File: src/rtl/pixelscale_pkg.sv
// -----------------------------------------------------------------------------
// pixelscale_pkg
// Shared constants for the pixel scaling datapath: default operand widths,
// derived product/accumulator widths, the fixed-point 1.0 constant and a
// helper used to size accumulators for a given tap count.
// -----------------------------------------------------------------------------
package pixelscale_pkg;

  localparam int N_DEF         = 16;  // pixel operand width into the multiplier
  localparam int R_DEF         = 8;   // integer bits of the weight
  localparam int PRECISION_DEF = 16;  // fractional bits of the weight
  localparam int TAPS_DEF      = 4;   // bilinear: four products per pixel
  localparam int OUT_W_DEF     = 8;   // output pixel width

  localparam int PROD_W = PRECISION_DEF + N_DEF + R_DEF;
  localparam int ACC_W  = PROD_W + $clog2(TAPS_DEF);

  // Fixed-point 1.0 for a weight with PRECISION_DEF fractional bits.
  localparam longint unsigned ONE_FX = 64'd1 << PRECISION_DEF;

  // Width that holds the sum of `taps` unsigned products without overflow.
  function automatic int acc_width(input int prod_w, input int taps);
    return prod_w + $clog2(taps);
  endfunction

endpackage

File: src/rtl/interp_accum_if.sv
// -----------------------------------------------------------------------------
// interp_accum_if
// Product-in / pixel-out stream bundle for interp_accum.
//   in_prod/in_sop/in_valid/in_ready : product stream from the multiplier
//   out_pix/out_sat/out_valid/out_ready : scaled pixel stream downstream
// Modports: master = the side that feeds products and consumes pixels,
//           slave  = the accumulator block itself.
// -----------------------------------------------------------------------------
interface interp_accum_if
  import pixelscale_pkg::*;
#(
  parameter int P_W = PROD_W,
  parameter int O_W = OUT_W_DEF
);

  logic [P_W-1:0] in_prod;
  logic           in_sop;
  logic           in_valid;
  logic           in_ready;
  logic [O_W-1:0] out_pix;
  logic           out_sat;
  logic           out_valid;
  logic           out_ready;

  modport master (
    output in_prod, in_sop, in_valid, out_ready,
    input  in_ready, out_pix, out_sat, out_valid
  );

  modport slave (
    input  in_prod, in_sop, in_valid, out_ready,
    output in_ready, out_pix, out_sat, out_valid
  );

endinterface

File: src/rtl/interp_round_sat.sv
// -----------------------------------------------------------------------------
// interp_round_sat
// Combinational fixed-point to pixel conversion: optional round-half-up,
// drop PRECISION fractional bits, clip to OUT_W bits.
//   acc_i : IN_W-bit unsigned fixed-point sum
//   pix_o : OUT_W-bit pixel (all ones when clipped)
//   sat_o : high when the value exceeded the pixel range
// Build option: INTERP_ACCUM_ROUND_EN adds 2^(PRECISION-1) before the shift;
// without it the shift truncates and no adder exists.
// -----------------------------------------------------------------------------
module interp_round_sat
  import pixelscale_pkg::*;
#(
  parameter int IN_W      = ACC_W,
  parameter int PRECISION = PRECISION_DEF,
  parameter int OUT_W     = OUT_W_DEF
) (
  input  logic [IN_W-1:0]  acc_i,
  output logic [OUT_W-1:0] pix_o,
  output logic             sat_o
);

  localparam logic [IN_W-1:0] PIX_MAX = {{(IN_W-OUT_W){1'b0}}, {OUT_W{1'b1}}};

  logic [IN_W-1:0] shifted;

`ifdef INTERP_ACCUM_ROUND_EN
  // Callers size IN_W with headroom above the largest sum, so this add
  // cannot wrap.
  localparam logic [IN_W-1:0] HALF_LSB = IN_W'(1) << (PRECISION - 1);
  assign shifted = (acc_i + HALF_LSB) >> PRECISION;
`else
  assign shifted = acc_i >> PRECISION;
`endif

  assign sat_o = (shifted > PIX_MAX);
  assign pix_o = sat_o ? {OUT_W{1'b1}} : shifted[OUT_W-1:0];

endmodule

File: src/rtl/interp_accum.sv
// -----------------------------------------------------------------------------
// interp_accum
// Accumulates TAPS weighted products per output pixel, then rounds/truncates
// and saturates the sum to an OUT_W-bit pixel.
//   clk       : clock, rising edge
//   rst_n     : synchronous active-low reset
//   bus       : interp_accum_if.slave (product in, pixel out, valid/ready)
//   err_align : sticky flag, set when a start-of-group arrives mid-group
// Build option: INTERP_ACCUM_ROUND_EN selects round-half-up instead of floor
// (handled inside interp_round_sat).
// -----------------------------------------------------------------------------
module interp_accum
  import pixelscale_pkg::*;
#(
  parameter int N         = N_DEF,
  parameter int R         = R_DEF,
  parameter int PRECISION = PRECISION_DEF,
  parameter int TAPS      = TAPS_DEF,
  parameter int OUT_W     = OUT_W_DEF
) (
  input  logic            clk,
  input  logic            rst_n,
  interp_accum_if.slave   bus,
  output logic            err_align
);

  localparam int P_W   = PRECISION + N + R;
  localparam int A_W   = acc_width(P_W, TAPS);
  localparam int CNT_W = $clog2(TAPS);

  logic [A_W-1:0]   acc_q, acc_d;
  logic [CNT_W-1:0] tap_q, tap_d;
  logic [OUT_W-1:0] pix_q, pix_d;
  logic             sat_q, sat_d;
  logic             valid_q, valid_d;
  logic             err_q, err_d;

  logic             last_tap;
  logic             accept;
  logic             realign;
  logic             final_acc;
  logic [A_W-1:0]   base;
  logic [A_W-1:0]   sum;
  logic [OUT_W-1:0] rs_pix;
  logic             rs_sat;

  assign last_tap = (tap_q == CNT_W'(TAPS - 1));

  // Only the final tap can be blocked, and only while the previous pixel is
  // still waiting; the same-cycle out_ready frees the slot for full throughput.
  assign bus.in_ready = !last_tap || !valid_q || bus.out_ready;

  assign accept    = bus.in_valid && bus.in_ready;
  // A start-of-group on any tap but the first restarts the group; it wins
  // over a final-tap completion so the stale partial sum is never emitted.
  assign realign   = accept && bus.in_sop && (tap_q != '0);
  assign final_acc = accept && last_tap && !realign;

  assign base = (tap_q == '0) ? '0 : acc_q;
  assign sum  = base + A_W'(bus.in_prod);

  interp_round_sat #(
    .IN_W      (A_W),
    .PRECISION (PRECISION),
    .OUT_W     (OUT_W)
  ) u_round_sat (
    .acc_i (sum),
    .pix_o (rs_pix),
    .sat_o (rs_sat)
  );

  // NOTE: every _d gets its hold value first, so no branch can leave one
  // unassigned and infer a latch.
  always_comb begin
    acc_d   = acc_q;
    tap_d   = tap_q;
    pix_d   = pix_q;
    sat_d   = sat_q;
    valid_d = valid_q;
    err_d   = err_q;

    if (valid_q && bus.out_ready) begin
      valid_d = 1'b0;
    end

    if (realign) begin
      acc_d = A_W'(bus.in_prod);
      tap_d = CNT_W'(1);
      err_d = 1'b1;
    end else if (final_acc) begin
      acc_d   = '0;
      tap_d   = '0;
      pix_d   = rs_pix;
      sat_d   = rs_sat;
      valid_d = 1'b1;   // overrides a same-cycle drain: output reloads
    end else if (accept) begin
      acc_d = sum;
      tap_d = tap_q + 1'b1;
    end
  end

  // NOTE: state registers use non-blocking assignments so every flop samples
  // the pre-edge values regardless of process ordering.
  always_ff @(posedge clk) begin
    if (!rst_n) begin
      acc_q   <= '0;
      tap_q   <= '0;
      pix_q   <= '0;
      sat_q   <= 1'b0;
      valid_q <= 1'b0;
      err_q   <= 1'b0;
    end else begin
      acc_q   <= acc_d;
      tap_q   <= tap_d;
      pix_q   <= pix_d;
      sat_q   <= sat_d;
      valid_q <= valid_d;
      err_q   <= err_d;
    end
  end

  assign bus.out_pix   = pix_q;
  assign bus.out_sat   = sat_q;
  assign bus.out_valid = valid_q;
  assign err_align     = err_q;

endmodule
File: src/flat_wrapper.sv
// flat-port wrapper written by rule: the top's interface ports become plain ports
module interp_accum_flat import pixelscale_pkg::*;
#(
  parameter int N         = N_DEF,
  parameter int R         = R_DEF,
  parameter int PRECISION = PRECISION_DEF,
  parameter int TAPS      = TAPS_DEF,
  parameter int OUT_W     = OUT_W_DEF
)
  (clk, rst_n, err_align, bus_in_prod, bus_in_sop, bus_in_valid, bus_out_ready, bus_in_ready, bus_out_pix, bus_out_sat, bus_out_valid);
  interp_accum_if bus_i ();
  input  logic clk;
  input  logic rst_n;
  output logic err_align;
  input wire logic [$bits(bus_i.in_prod)-1:0] bus_in_prod;
  input wire logic [$bits(bus_i.in_sop)-1:0] bus_in_sop;
  input wire logic [$bits(bus_i.in_valid)-1:0] bus_in_valid;
  input wire logic [$bits(bus_i.out_ready)-1:0] bus_out_ready;
  output wire logic [$bits(bus_i.in_ready)-1:0] bus_in_ready;
  output wire logic [$bits(bus_i.out_pix)-1:0] bus_out_pix;
  output wire logic [$bits(bus_i.out_sat)-1:0] bus_out_sat;
  output wire logic [$bits(bus_i.out_valid)-1:0] bus_out_valid;
  assign bus_i.in_prod = bus_in_prod;
  assign bus_i.in_sop = bus_in_sop;
  assign bus_i.in_valid = bus_in_valid;
  assign bus_i.out_ready = bus_out_ready;
  assign bus_in_ready = bus_i.in_ready;
  assign bus_out_pix = bus_i.out_pix;
  assign bus_out_sat = bus_i.out_sat;
  assign bus_out_valid = bus_i.out_valid;
  interp_accum #(.N(N), .R(R), .PRECISION(PRECISION), .TAPS(TAPS), .OUT_W(OUT_W)) u_core (.clk(clk), .rst_n(rst_n), .bus(bus_i), .err_align(err_align));
endmodule
File: config.mk
export PLATFORM = sky130hd
export DESIGN_NAME = interp_accum_flat
export DESIGN_NICKNAME = d
export VERILOG_FILES = /design/src/rtl/pixelscale_pkg.sv /design/src/rtl/interp_accum_if.sv /design/src/rtl/interp_round_sat.sv /design/src/rtl/interp_accum.sv /design/src/flat_wrapper.sv
export SDC_FILE = /design/constraint.sdc
export NUM_CORES = 1
export LEC_CHECK = 0
export CAP_MARGIN = 20
export CORE_ASPECT_RATIO = 0.75
export CORE_UTILIZATION = 54
export CTS_BUF_LIST = sky130_fd_sc_hd__clkbuf_8
export CTS_CLUSTER_SIZE = 40
export DETAILED_ROUTE_END_ITERATION = 8
export HOLD_SLACK_MARGIN = 0.15
export PLACE_DENSITY = 0.92
export SETUP_SLACK_MARGIN = 0.5
export SLEW_MARGIN = 20
export SYNTH_ARGS = -nofsm -noshare
export SYNTH_HDL_FRONTEND = slang
export SYNTH_SLANG_ARGS = --single-unit
export TNS_END_PERCENT = 30
File: constraint.sdc
create_clock -name clk -period 3.85 [get_ports clk]
set_input_delay 0.5775 -clock clk [delete_from_list [all_inputs] [get_ports clk]]
set_output_delay 0.5775 -clock clk [all_outputs]
set_load 0.02 [all_outputs]
==> qor.yml, run 1 <==
status: "completed"
grt-ovfl-total: 0
p_leak_uw: 0.00280
hold_viol_final: 0
worstMarginPinSlew_ns: 0.744
cp_slowest_stage_delay_ns: 0.36
endpoint_kind: "flip-flop"
clockBufferDepth: 2
grt_max_degree: 47
cts-root-buf: "clkbuf_8"
h-tree-depth: 2
synth_common_cells: "77 x nor2_1, 66 x a21oi_1, 62 x nand2_1"
finalMaxSlewViolations: 0
syn_to_final_growth_pct: 29.0
die_area_um2: 10200
drt_iter0_drc: 647
syn_area_um2: 5310
hold_slack_ns: 0.494
numCtsBuffers: 5
critPathKind: "flip-flop to flip-flop"
viasPerCell: 6.54
place_congestion: 1.01
grt_pass1_vias: 5717
start_util_pct: 57.1
min_to: "u_core.acc_q[14]$_SDFFE_PN0P_"
ys_ff_latch: 55
worstPathCellList: "inv_2 -> ha_4 -> buf_4 -> nor2b_1 -> ha_1 -> and4_1 -> nand4_1 -> and2b_2 -> or3_4 -> a21oi_1 -> buf_4 -> o31ai_1 -> xnor2_1 -> nand4_1 -> nor4_4 -> buf_4 -> a21oi_1"
synth_flop_cell: "dfxtp_1"
yosysSeqAreaShare_pct: 20.7
dr.pass1.iters: 5
clock-sinks: 55
irDropWorstVdd_uv: 155
syn_nets: 806
fin_crit_sh_pct: 98.5
regArea_um2: 1100
place_hpwl_mm: 13.3
hold_path_depth: 2
io_pins: 57
finalClockSkew_ns: 0.0232
nets: 901
yosysMostFrequentCell: "nor2_1"
die_y_um: 87.9
tns_ns: 0
synth_top_area_cell: "dfxtp_1"
report.power.total_uw: 2010
fmax_ghz: 0.264
yosysWarnings: 0
cts.clk_slew.worst_paths_ns: 0.12
clk-insertion-delay-late_ns: 0.34
synth_top_area_share_pct: 20.7
cts_tree: "built"
multi_input_area_um2: 4210
diodes: 0
cap_violations: 0
grt_pass1_wl_mm: 28.8
startpoint_type: "flip-flop"
relSlewSlack_pct: 50.4
reg2regPathDepth: 17
reg2reg_to: "u_core.bus.out_sat$_SDFFE_PN0P_"
wl_per_cell_um: 20.1
grt_usage_pct: 36.3
cp_slowest_cell: "nor4_4"
syn_inst: 718
drc: 0
fillCellCount: 752
synth_area_per_cell_um2: 7.40
synth-edff-count: 0
core-area_um2: 9310
r2r_setup_slack_ns: 0.06
drive_gt1_share_pct: 18.8
vias: 6162
hold_class: "flip-flop to flip-flop"
critical_path_arrival_ns: 4.02
synthArstFlopShare_pct: 0
port_buffers: 56
ant_nets: 0
cp_data_required_time_ns: 4.08
num_rows: 30
timing.rr.start: "u_core.tap_q[1]$_SDFFE_PP0P_"
synthTopCellsByArea: "dfxtp_1 21%, ha_1 9.9%, a21oi_1 6.2%, nor2_1 5.4%, nor2b_1 5.3%"
setup_violations: 0
p_per_area_nw_per_um2: 294
routed_wl_mm: 18.9
antenna_found_initial: 0
worst_path_most_repeated_cell: "buf_4"
hold_start: "u_core.acc_q[14]$_SDFFE_PN0P_"
fp.dieW_um: 117
rsz0062_at_grt: "yes"
layout_min_cycle_time_ns: 3.79
crit_path_max_fanout: 7
synthDistinctLibCells: 60
==> power breakdown <==
group / internal (uW) / switching, uW
sequential: 614 / 24.1
combinational: 395 / 501
clock: 258 / 221
==> state kept, by name, indices dropped and copies added (netlist names) <==
signal                cells
u_core.err_align          1
u_core.bus.out_sat        1
u_core.acc_q             42
u_core.tap_q              2
u_core.bus.out_valid      1
u_core.bus.out_pix        8
==> cell usage in the layout (no fill, tap or decap), types with 6 or more instances in the layout <==
cell type,netlist,routed
nor2_1,77,73
buf_4,0,73
nand2_1,62,61
clkdlybuf4s50_1,0,56
a21oi_1,66,54
dfxtp_1,55,53
nor2b_1,45,42
o21ai_0,43,36
ha_1,42,35
a221oi_1,30,30
nor3b_1,30,29
xnor2_1,19,16
inv_1,18,15
nand4_1,14,14
nand3_1,14,14
a21oi_2,0,12
a21o_1,12,12
xor2_1,14,12
o21a_1,10,10
o211ai_1,10,10
o211a_1,10,10
nor3_1,9,8
o21bai_1,7,7
a31oi_1,7,7
a211oi_1,7,6
==> critical path, delay by kind of cell (launching register included) <==
family	cells	cell delay [ns]
AND/OR/NAND/NOR	7	1.52
flip-flops	1	0.35
adder cells (fa/ha/maj)	2	0.56
XOR/XNOR	1	0.30
AO/OA/AOI/OAI	3	0.32
buffers and inverters	4	0.61
==> layout make-up <==
class	instances	area share, %
multi-input combinational	599	61.5
tap	128	2.34
clock inverter	3	0.931
sequential	55	16.1
inverter	18	0.986
clock buffer	5	1.00
timing repair buffer	134	17.2
==> worst max-delay path by stage <==
| stage | startpoint | endpoint | slack (ns) | cells past startpoint |
|---|---|---|---|---|
| 2_1_floorplan | u_core.tap_q[0]$_SDFFE_PN0P_ | u_core.bus.out_pix[0]$_SDFFE_PN0P_ | 0.39 | 17 |
| 3_3_place_gp | bus_in_prod[8] | u_core.bus.out_pix[0]$_SDFFE_PN0P_ | -0.19 | 14 |
| 3_5_place_dp | bus_in_prod[8] | u_core.bus.out_pix[1]$_SDFFE_PN0P_ | -0.23 | 14 |
| 4_1_cts | u_core.tap_q[0]$_SDFFE_PN0P_ | u_core.bus.out_sat$_SDFFE_PN0P_ | 0.18 | 16 |
| 5_1_grt | u_core.tap_q[1]$_SDFFE_PP0P_ | u_core.bus.out_sat$_SDFFE_PN0P_ | -0.06 | 16 |
| 6_report | u_core.tap_q[1]$_SDFFE_PP0P_ | u_core.bus.out_sat$_SDFFE_PN0P_ | 0.06 | 17 |
==> repair_timing <==
item                                    CTS  global route
endpoints found under the setup margin   21            30
pin swaps                                 7            21
cloned                                    1             0
buffers inserted                         15             4
gates resized for setup                  13            45
hold buffers                              0             0
hold endpoints to repair                  0             0
==> routing by layer <==
metal	wire, um	vias to the layer above	part of all wire (%)	track usage [%]
li1	-	2824	-	-
met5	0	-	0	0
met3	1700	63	9.0	6.37
met1	8350	2895	44	49.9
met4	548	0	2.9	10.1
met2	8290	380	44	58.6
==> per-stage QoR <==
stage	util (%)	instance area [um2]	setup slack [ns]	std cells
3_5_place_dp	67.9	6320	-0.234	914
4_1_cts	71.0	6610	0.177	938
3_3_place_gp	67.9	6320	-0.186	914
5_1_grt	73.6	6850	-0.0623	942
2_1_floorplan	-	5400	0.392	718
6_report	73.6	6850	0.0559	942
==> cells by family (layout without fill, tap and decap cells) <==
logic type,Yosys count,after routing,synth area share [%]
compound gates,237,237,30.1
xor+xnor,33,33,5.44
fa+ha+maj,43,43,10.3
buf+inv,64,160,5.27
flops,55,55,20.7
mux,3,3,0.565
simple gates,283,283,27.7
No activity file was read; power rests on OpenSTA's default activity.
==> run 2: changes to the inputs <==
--- a/config.mk
+++ b/config.mk
@@ -7,11 +7,13 @@
 export LEC_CHECK = 0
 export CAP_MARGIN = 20
 export CORE_ASPECT_RATIO = 0.75
+export CORE_MARGIN = 2
 export CORE_UTILIZATION = 54
 export CTS_BUF_LIST = sky130_fd_sc_hd__clkbuf_8
 export CTS_CLUSTER_SIZE = 40
 export DETAILED_ROUTE_END_ITERATION = 8
 export HOLD_SLACK_MARGIN = 0.15
+export MAX_ROUTING_LAYER = met4
 export PLACE_DENSITY = 0.92
 export SETUP_SLACK_MARGIN = 0.5
 export SLEW_MARGIN = 20
==> run 2 against run 1 <==
Compared with the run above:
- sequential cell count unchanged
- critical path type unchanged
- register-to-register slack about the same
- critical path depth rose by 1
- hold slack improved by 0.0043 ns
- total power shrank 4.5%
- final area up 4.5%
- clock power decreased by 30%
- utilization grew 0.80 points
- clock skew fell by 0.0057 ns
- largest power group unchanged
- clock-buffer cell count unchanged
- global-route usage down 0.50 points
- non-clock buffer count increased by 17
- highest routed layer unchanged
==> qor.yml, run 2 (same netlist as run 1, synthesis figures left out) <==
critical_path_arrival_ns: 3.99  # -0.03 ns
syn_to_final_growth_pct: 34.7
ant_nets: 0  # unchanged
cts.clk_slew.worst_paths_ns: 0.10  # -0.02 ns
setup_violations: 0  # unchanged
grt_pass1_wl_mm: 30.5  # +5.8%
finalMaxSlewViolations: 0  # unchanged
p_leak_uw: 0.00292  # +4.3%
timing.final.ws_setup_ns: 0.0669  # +0.0110 ns
grt-ovfl-total: 0  # unchanged
fmax_ghz: 0.264  # +0.29%
layout_min_cycle_time_ns: 3.78  # -0.0110 ns
nets: 918  # +1.9%
drt_iter0_drc: 662  # +2.3%
worstPathCellList: "inv_2 -> ha_4 -> buf_12 -> nor2b_4 -> ha_4 -> inv_2 -> fa_2 -> nor2b_4 -> o31ai_4 -> a31o_4 -> a21o_1 -> a211o_1 -> a211oi_2 -> buf_4 -> nor3_1 -> or3_4 -> nor2_1 -> a21oi_2"
drc: 0  # unchanged
rsz0062_at_grt: "yes"
placed_area_um2: 6410  # +1.4%
report.power.total_uw: 1920  # -4.5%
grt_pass1_vias: 6128  # +7.2%
r2r_setup_slack_ns: 0.07  # about the same
die_y_um: 89.9  # +2.3%
core-area_um2: 9620  # +3.3%
startpoint_type: "flip-flop"
wl_per_cell_um: 19.9  # -0.59%
cp-endpoint: "u_core.bus.out_pix[0]$_SDFFE_PN0P_"
start_util_pct: 55.2  # -1.8 points
crit_path_max_fanout: 9  # +2
routed_wl_mm: 19.2  # +1.6%
p_per_area_nw_per_um2: 269  # -8.6%
grt_max_degree: 37  # -21%
hold_viol_final: 0  # unchanged
cp_slowest_stage_delay_ns: 0.49  # +0.13 ns
final_core_util_pct: 74.4  # +0.80 points
fin_crit_sh_pct: 98.3  # -0.29 points
antenna_found_initial: 0  # unchanged
drive_gt1_share_pct: 23.5  # +4.7 points
critPathKind: "flip-flop to flip-flop"
top_usage_layer: "met2"
die_area_um2: 10700  # +4.0%
cap_violations: 0  # unchanged
dp_cells: 926  # +1.3%
relSlewSlack_pct: 36.5  # -14 points
cts_tree: "built"
worstMarginPinSlew_ns: 0.950  # +0.206 ns
hold_buffers: 0  # unchanged
status: "completed"
clockBufferDepth: 2  # unchanged
place_ws_ns: -0.204  # +0.0299 ns
final_cell_area_um2: 7160  # +4.5%
largest_reg_flops: 42  # unchanged
cp_data_required_time_ns: 4.06  # -0.02 ns
regMostFlops: "u_core.acc_q"
timing.rr.start: "u_core.tap_q[1]$_SDFFE_PP0P_"
hold_class: "flip-flop to flip-flop"
place_hpwl_mm: 13.7  # +2.6%
io_pins: 57  # unchanged
hold_path_depth: 2  # unchanged
final_common_cell: "buf_4"
vias: 6216  # +0.88%
crit_start: "u_core.tap_q[1]$_SDFFE_PP0P_"
fp.dieW_um: 119  # +1.7%
endpoint_kind: "flip-flop"
finalClockSkew_ns: 0.0175  # -0.00566 ns
reg2reg_to: "u_core.bus.out_pix[0]$_SDFFE_PN0P_"
clock-sinks: 55  # unchanged
cts-root-buf: "clkbuf_8"
viasPerCell: 6.45  # -1.3%
layout.cells.non_filler: 963  # +2.2%
grt_util_met1_pct: 47.8  # -2.1 points
place_congestion: 0.977  # -3.0%
numCtsBuffers: 5  # unchanged
dr.pass1.iters: 5  # unchanged
grt_usage_pct: 35.8  # -0.50 points
reg2regPathDepth: 18  # +1
cp_slowest_cell: "or3_4"
h-tree-depth: 2  # unchanged
irDropWorstVdd_uv: 189  # +22%
final_cell_mix: "88 x buf_4, 72 x nor2_1, 62 x nand2_1"
clk-insertion-delay-late_ns: 0.33  # about the same
grtUsageMet2_pct: 55.7  # -2.8 points
port_buffers: 56  # unchanged
num_rows: 31  # +3.3%
diodes: 0  # unchanged
use_met3_pct: 7.23  # +0.87 points
[run 2: repair_timing]
item	CTS	global route
gates resized for setup	39	51
gates cloned	2	0
pin swaps	15	21
endpoints found under the setup margin	15	23
buffers inserted	23	4
[run 2: how the worst min path moves through the flow]
stage | slack, ns | end | startpoint
after floorplan | 0.45 | u_core.acc_q[40]$_SDFFE_PP0P_ | u_core.acc_q[40]$_SDFFE_PP0P_
after global placement | 0.46 | u_core.tap_q[1]$_SDFFE_PP0P_ | u_core.tap_q[1]$_SDFFE_PP0P_
after detailed placement | 0.47 | u_core.tap_q[1]$_SDFFE_PP0P_ | u_core.tap_q[1]$_SDFFE_PP0P_
after CTS | 0.50 | u_core.acc_q[25]$_SDFFE_PN0P_ | u_core.acc_q[25]$_SDFFE_PN0P_
after global routing | 0.52 | u_core.acc_q[14]$_SDFFE_PN0P_ | u_core.acc_q[14]$_SDFFE_PN0P_
final | 0.50 | u_core.acc_q[25]$_SDFFE_PN0P_ | u_core.acc_q[25]$_SDFFE_PN0P_
[run 2: power breakdown]
part           leakage (uW)  switching (uW)  total [uW]  internal, uW
combinational       0.00242             517         951           434
clock             0.0000505             210         334           124
sequential         0.000455            23.8         638           614
[run 2: per-layer routing]
metal / vias up / share of wire [%]
met5: - / 0
met4: 0 / 1.9
met3: 51 / 9.4
met2: 361 / 45
met1: 2941 / 44
li1: 2863 / -
[run 2: final cells by class]
| cell class | count | area (um2) |
|---|---|---|
| fill | 709 | 2460 |
| timing repair buffer | 151 | 1350 |
| tap | 132 | 165 |
| inverter | 18 | 67.6 |
| clock buffer | 5 | 68.8 |
| clock inverter | 3 | 12.5 |
| multi-input combinational | 599 | 4400 |
| sequential | 55 | 1100 |
[run 2: critical path: cells and delay by family, from the launching register on]
| family | cells | cell delay [ns] |
|---|---|---|
| buf+inv | 4 | 0.39 |
| fa+ha+maj | 3 | 0.71 |
| compound gates | 6 | 1.15 |
| simple gates | 5 | 1.07 |
| flops | 1 | 0.35 |
[run 2: per-stage QoR]
step,hold WS [ns],setup TNS [ns]
5_1_grt,0.523,-0.0669
2_1_floorplan,0.452,0
3_5_place_dp,0.475,-1.88
4_1_cts,0.498,0
6_report,0.499,0
3_3_place_gp,0.463,-1.50
==> run 3: changes to the inputs <==
--- a/config.mk
+++ b/config.mk
@@ -14,9 +14,8 @@
 export DETAILED_ROUTE_END_ITERATION = 8
 export HOLD_SLACK_MARGIN = 0.15
 export MAX_ROUTING_LAYER = met4
-export PLACE_DENSITY = 0.92
+export PLACE_DENSITY = 0.8
 export SETUP_SLACK_MARGIN = 0.5
-export SLEW_MARGIN = 20
 export SYNTH_ARGS = -nofsm -noshare
 export SYNTH_HDL_FRONTEND = slang
 export SYNTH_SLANG_ARGS = --single-unit
==> run 3 against run 2 <==
Compared with the run above:
- the run now ends with negative setup slack left
- combinational power decreased by 5.4%
- clock-buffer cell count is the same
- worst setup slack got worse by 0.11 ns
- fmax down 2.8%
- die area is the same
- utilization fell by 2.0 points
- largest cell class unchanged
==> qor.yml, run 3 (same netlist as run 1, synthesis figures left out) <==
status: "complete, but fails checks"
failed_checks: "negative setup slack"
critical_path_arrival_ns: 4.11  # +0.12 ns
grt_pass1_vias: 5805  # -5.3%
cp_top_family: "simple AND/OR/NAND/NOR gates"
wl_per_cell_um: 19.6  # -1.6%
worstMarginPinSlew_ns: 0.779  # -0.171 ns
largest_reg_flops: 42  # unchanged
grt_max_degree: 45  # +22%
irDropWorstVdd_uv: 220  # +16%
rsz0062_at_grt: "yes"
p_leak_uw: 0.00289  # -0.99%
clock-sinks: 55  # unchanged
cp_slowest_cell: "a2111oi_4"
hold_viol_final: 0  # unchanged
ant_nets: 0  # unchanged
hold_path_depth: 2  # unchanged
cap_violations: 0  # unchanged
nets: 916  # -0.22%
startpoint_type: "flip-flop"
cp.buffers_inverters: 6  # +2
final_common_cell: "buf_4"
grt_pass1_wl_mm: 29.4  # -3.5%
place_hpwl_mm: 13.8  # +0.60%
crit_path_max_fanout: 9  # unchanged
reg2regPathDepth: 19  # +1
relSlewSlack_pct: 47.9  # +11 points
dr.pass1.iters: 6  # +1
top_usage_layer: "met2"
clockBufferDepth: 2  # unchanged
h-tree-depth: 2  # unchanged
fmax_ghz: 0.257  # -2.8%
grt-ovfl-total: 0  # unchanged
clk-insertion-delay-late_ns: 0.32  # about the same
grt_util_met1_pct: 50.2  # +2.4 points
cp_slowest_stage_delay_ns: 0.39  # -0.10 ns
fin_crit_sh_pct: 101  # +2.8 points
drt_iter0_drc: 519  # -22%
timing.final.ws_setup_ns: -0.0426  # -0.109 ns
critPathKind: "flip-flop to flip-flop"
start_util_pct: 55.2  # unchanged
die_y_um: 89.9  # unchanged
setup_violations: 9  # +9
r2r_setup_slack_ns: -0.04  # -0.11 ns
regMostFlops: "u_core.acc_q"
cts_tree: "built"
hold_class: "flip-flop to flip-flop"
antenna_found_initial: 0  # unchanged
cts-root-buf: "clkbuf_8"
endpoint_kind: "flip-flop"
cp_data_required_time_ns: 4.07  # about the same
worstPathCellList: "inv_2 -> ha_4 -> buf_12 -> buf_8 -> buf_4 -> nor2b_1 -> ha_1 -> nand4_1 -> nor2_1 -> a32o_1 -> a2111oi_4 -> buf_4 -> o31ai_1 -> xor2_1 -> nor2_2 -> nand4_1 -> nor4_4 -> buf_4 -> a21oi_1"
cts.clk_slew.worst_paths_ns: 0.11  # about the same
numCtsBuffers: 5  # unchanged
syn_to_final_growth_pct: 31.2
hold_start: "u_core.acc_q[28]$_SDFFE_PN0P_"
layout_min_cycle_time_ns: 3.89  # +0.109 ns
final_cell_mix: "86 x buf_4, 72 x nor2_1, 60 x nand2_1"
use_met3_pct: 5.58  # -1.6 points
io_pins: 57  # unchanged
grtUsageMet2_pct: 51.0  # -4.7 points
tns_ns: -0.265  # -0.265 ns
finalMaxSlewViolations: 0  # unchanged
drc: 0  # unchanged
worst_path_most_repeated_cell: "buf_4"
finalClockSkew_ns: 0.00919  # -0.00831 ns
port_buffers: 56  # unchanged
routed_wl_mm: 18.9  # -1.8%
diodes: 0  # unchanged
num_rows: 31  # unchanged
final_core_util_pct: 72.5  # -2.0 points
viasPerCell: 6.35  # -1.6%
fp.dieW_um: 119  # unchanged
grt_usage_pct: 34.9  # -0.96 points
core-area_um2: 9620  # unchanged
reg2reg_to: "u_core.bus.out_pix[1]$_SDFFE_PN0P_"
p_per_area_nw_per_um2: 288  # +7.0%
drive_gt1_share_pct: 19.1  # -4.4 points
die_area_um2: 10700  # unchanged
min_to: "u_core.acc_q[28]$_SDFFE_PN0P_"
timing.rr.start: "u_core.tap_q[0]$_SDFFE_PN0P_"
place_congestion: 1.02  # +4.8%
vias: 6105  # -1.8%
[run 3: per-layer routing]
layer / routed length, um / part of all wire, %
met5: 0 / 0
met4: 407 / 2.2
met3: 1670 / 8.9
met2: 7980 / 42
met1: 8800 / 47
[run 3: area by class of cell]
cell class	instances	area, um2
Timing Repair Buffer	149	1320
Fill cell	783	2650
Clock buffer	5	68.8
Multi-Input combinational cell	599	4180
Clock inverter	3	63.8
Inverter	18	67.6
Sequential cell	55	1100
Tap cell	132	165
[run 3: worst reg2reg max path, stage by stage, from the launching register on]
cell and delay, ns:
dfxtp_2 0.35, inv_2 0.04, ha_4 0.18, buf_12 0.15, buf_8 0.14, buf_4 0.15
nor2b_1 0.13, ha_1 0.26, nand4_1 0.19, nor2_1 0.09, a32o_1 0.30, a2111oi_4 0.39
buf_4 0.20, o31ai_1 0.08, xor2_1 0.18, nor2_2 0.18, nand4_1 0.15, nor4_4 0.33
buf_4 0.21, a21oi_1 0.07
[run 3: where the power goes]
part           internal, uW  switching, uW  total (uW)
Combinational           404            496         900
Sequential              614           21.7         636
Clock                   258            210         468
Total                  1280            728        2000
[run 3: how the worst max path moves through the flow]
stage	startpoint	to	slack (ns)	cells past startpoint
2_1_floorplan	u_core.tap_q[0]$_SDFFE_PN0P_	u_core.bus.out_pix[0]$_SDFFE_PN0P_	0.39	17
3_3_place_gp	bus_in_prod[2]	u_core.bus.out_pix[0]$_SDFFE_PN0P_	-0.23	14
3_5_place_dp	bus_in_prod[2]	u_core.bus.out_pix[7]$_SDFFE_PN0P_	-0.15	14
4_1_cts	u_core.tap_q[0]$_SDFFE_PN0P_	u_core.bus.out_pix[1]$_SDFFE_PN0P_	0.12	18
5_1_grt	u_core.tap_q[0]$_SDFFE_PN0P_	u_core.bus.out_pix[1]$_SDFFE_PN0P_	-0.18	18
6_report	u_core.tap_q[0]$_SDFFE_PN0P_	u_core.bus.out_pix[1]$_SDFFE_PN0P_	-0.04	19
[run 3: through the flow]
step | worst slack (ns) | std cells | cell area [um2] | power (uW) | hold WS (ns)
CTS | 0.119 | 951 | 6710 | 1940 | 0.498
finish | -0.0426 | 961 | 6970 | 2000 | 0.498
floorplan | 0.392 | 718 | 5400 | 1150 | 0.452
detailed placement | -0.149 | 936 | 6480 | 1460 | 0.479
global placement | -0.228 | 936 | 6480 | 1430 | 0.467
global route | -0.185 | 961 | 6970 | 2110 | 0.522
[run 3: repair_timing]
item | in CTS | in global routing
resized for setup | 9 | 40
gates cloned | 1 | 0
hold buffers | 0 | 0
setup endpoints to repair | 15 | 27
pin swaps | 0 | 16
setup buffers | 6 | 9
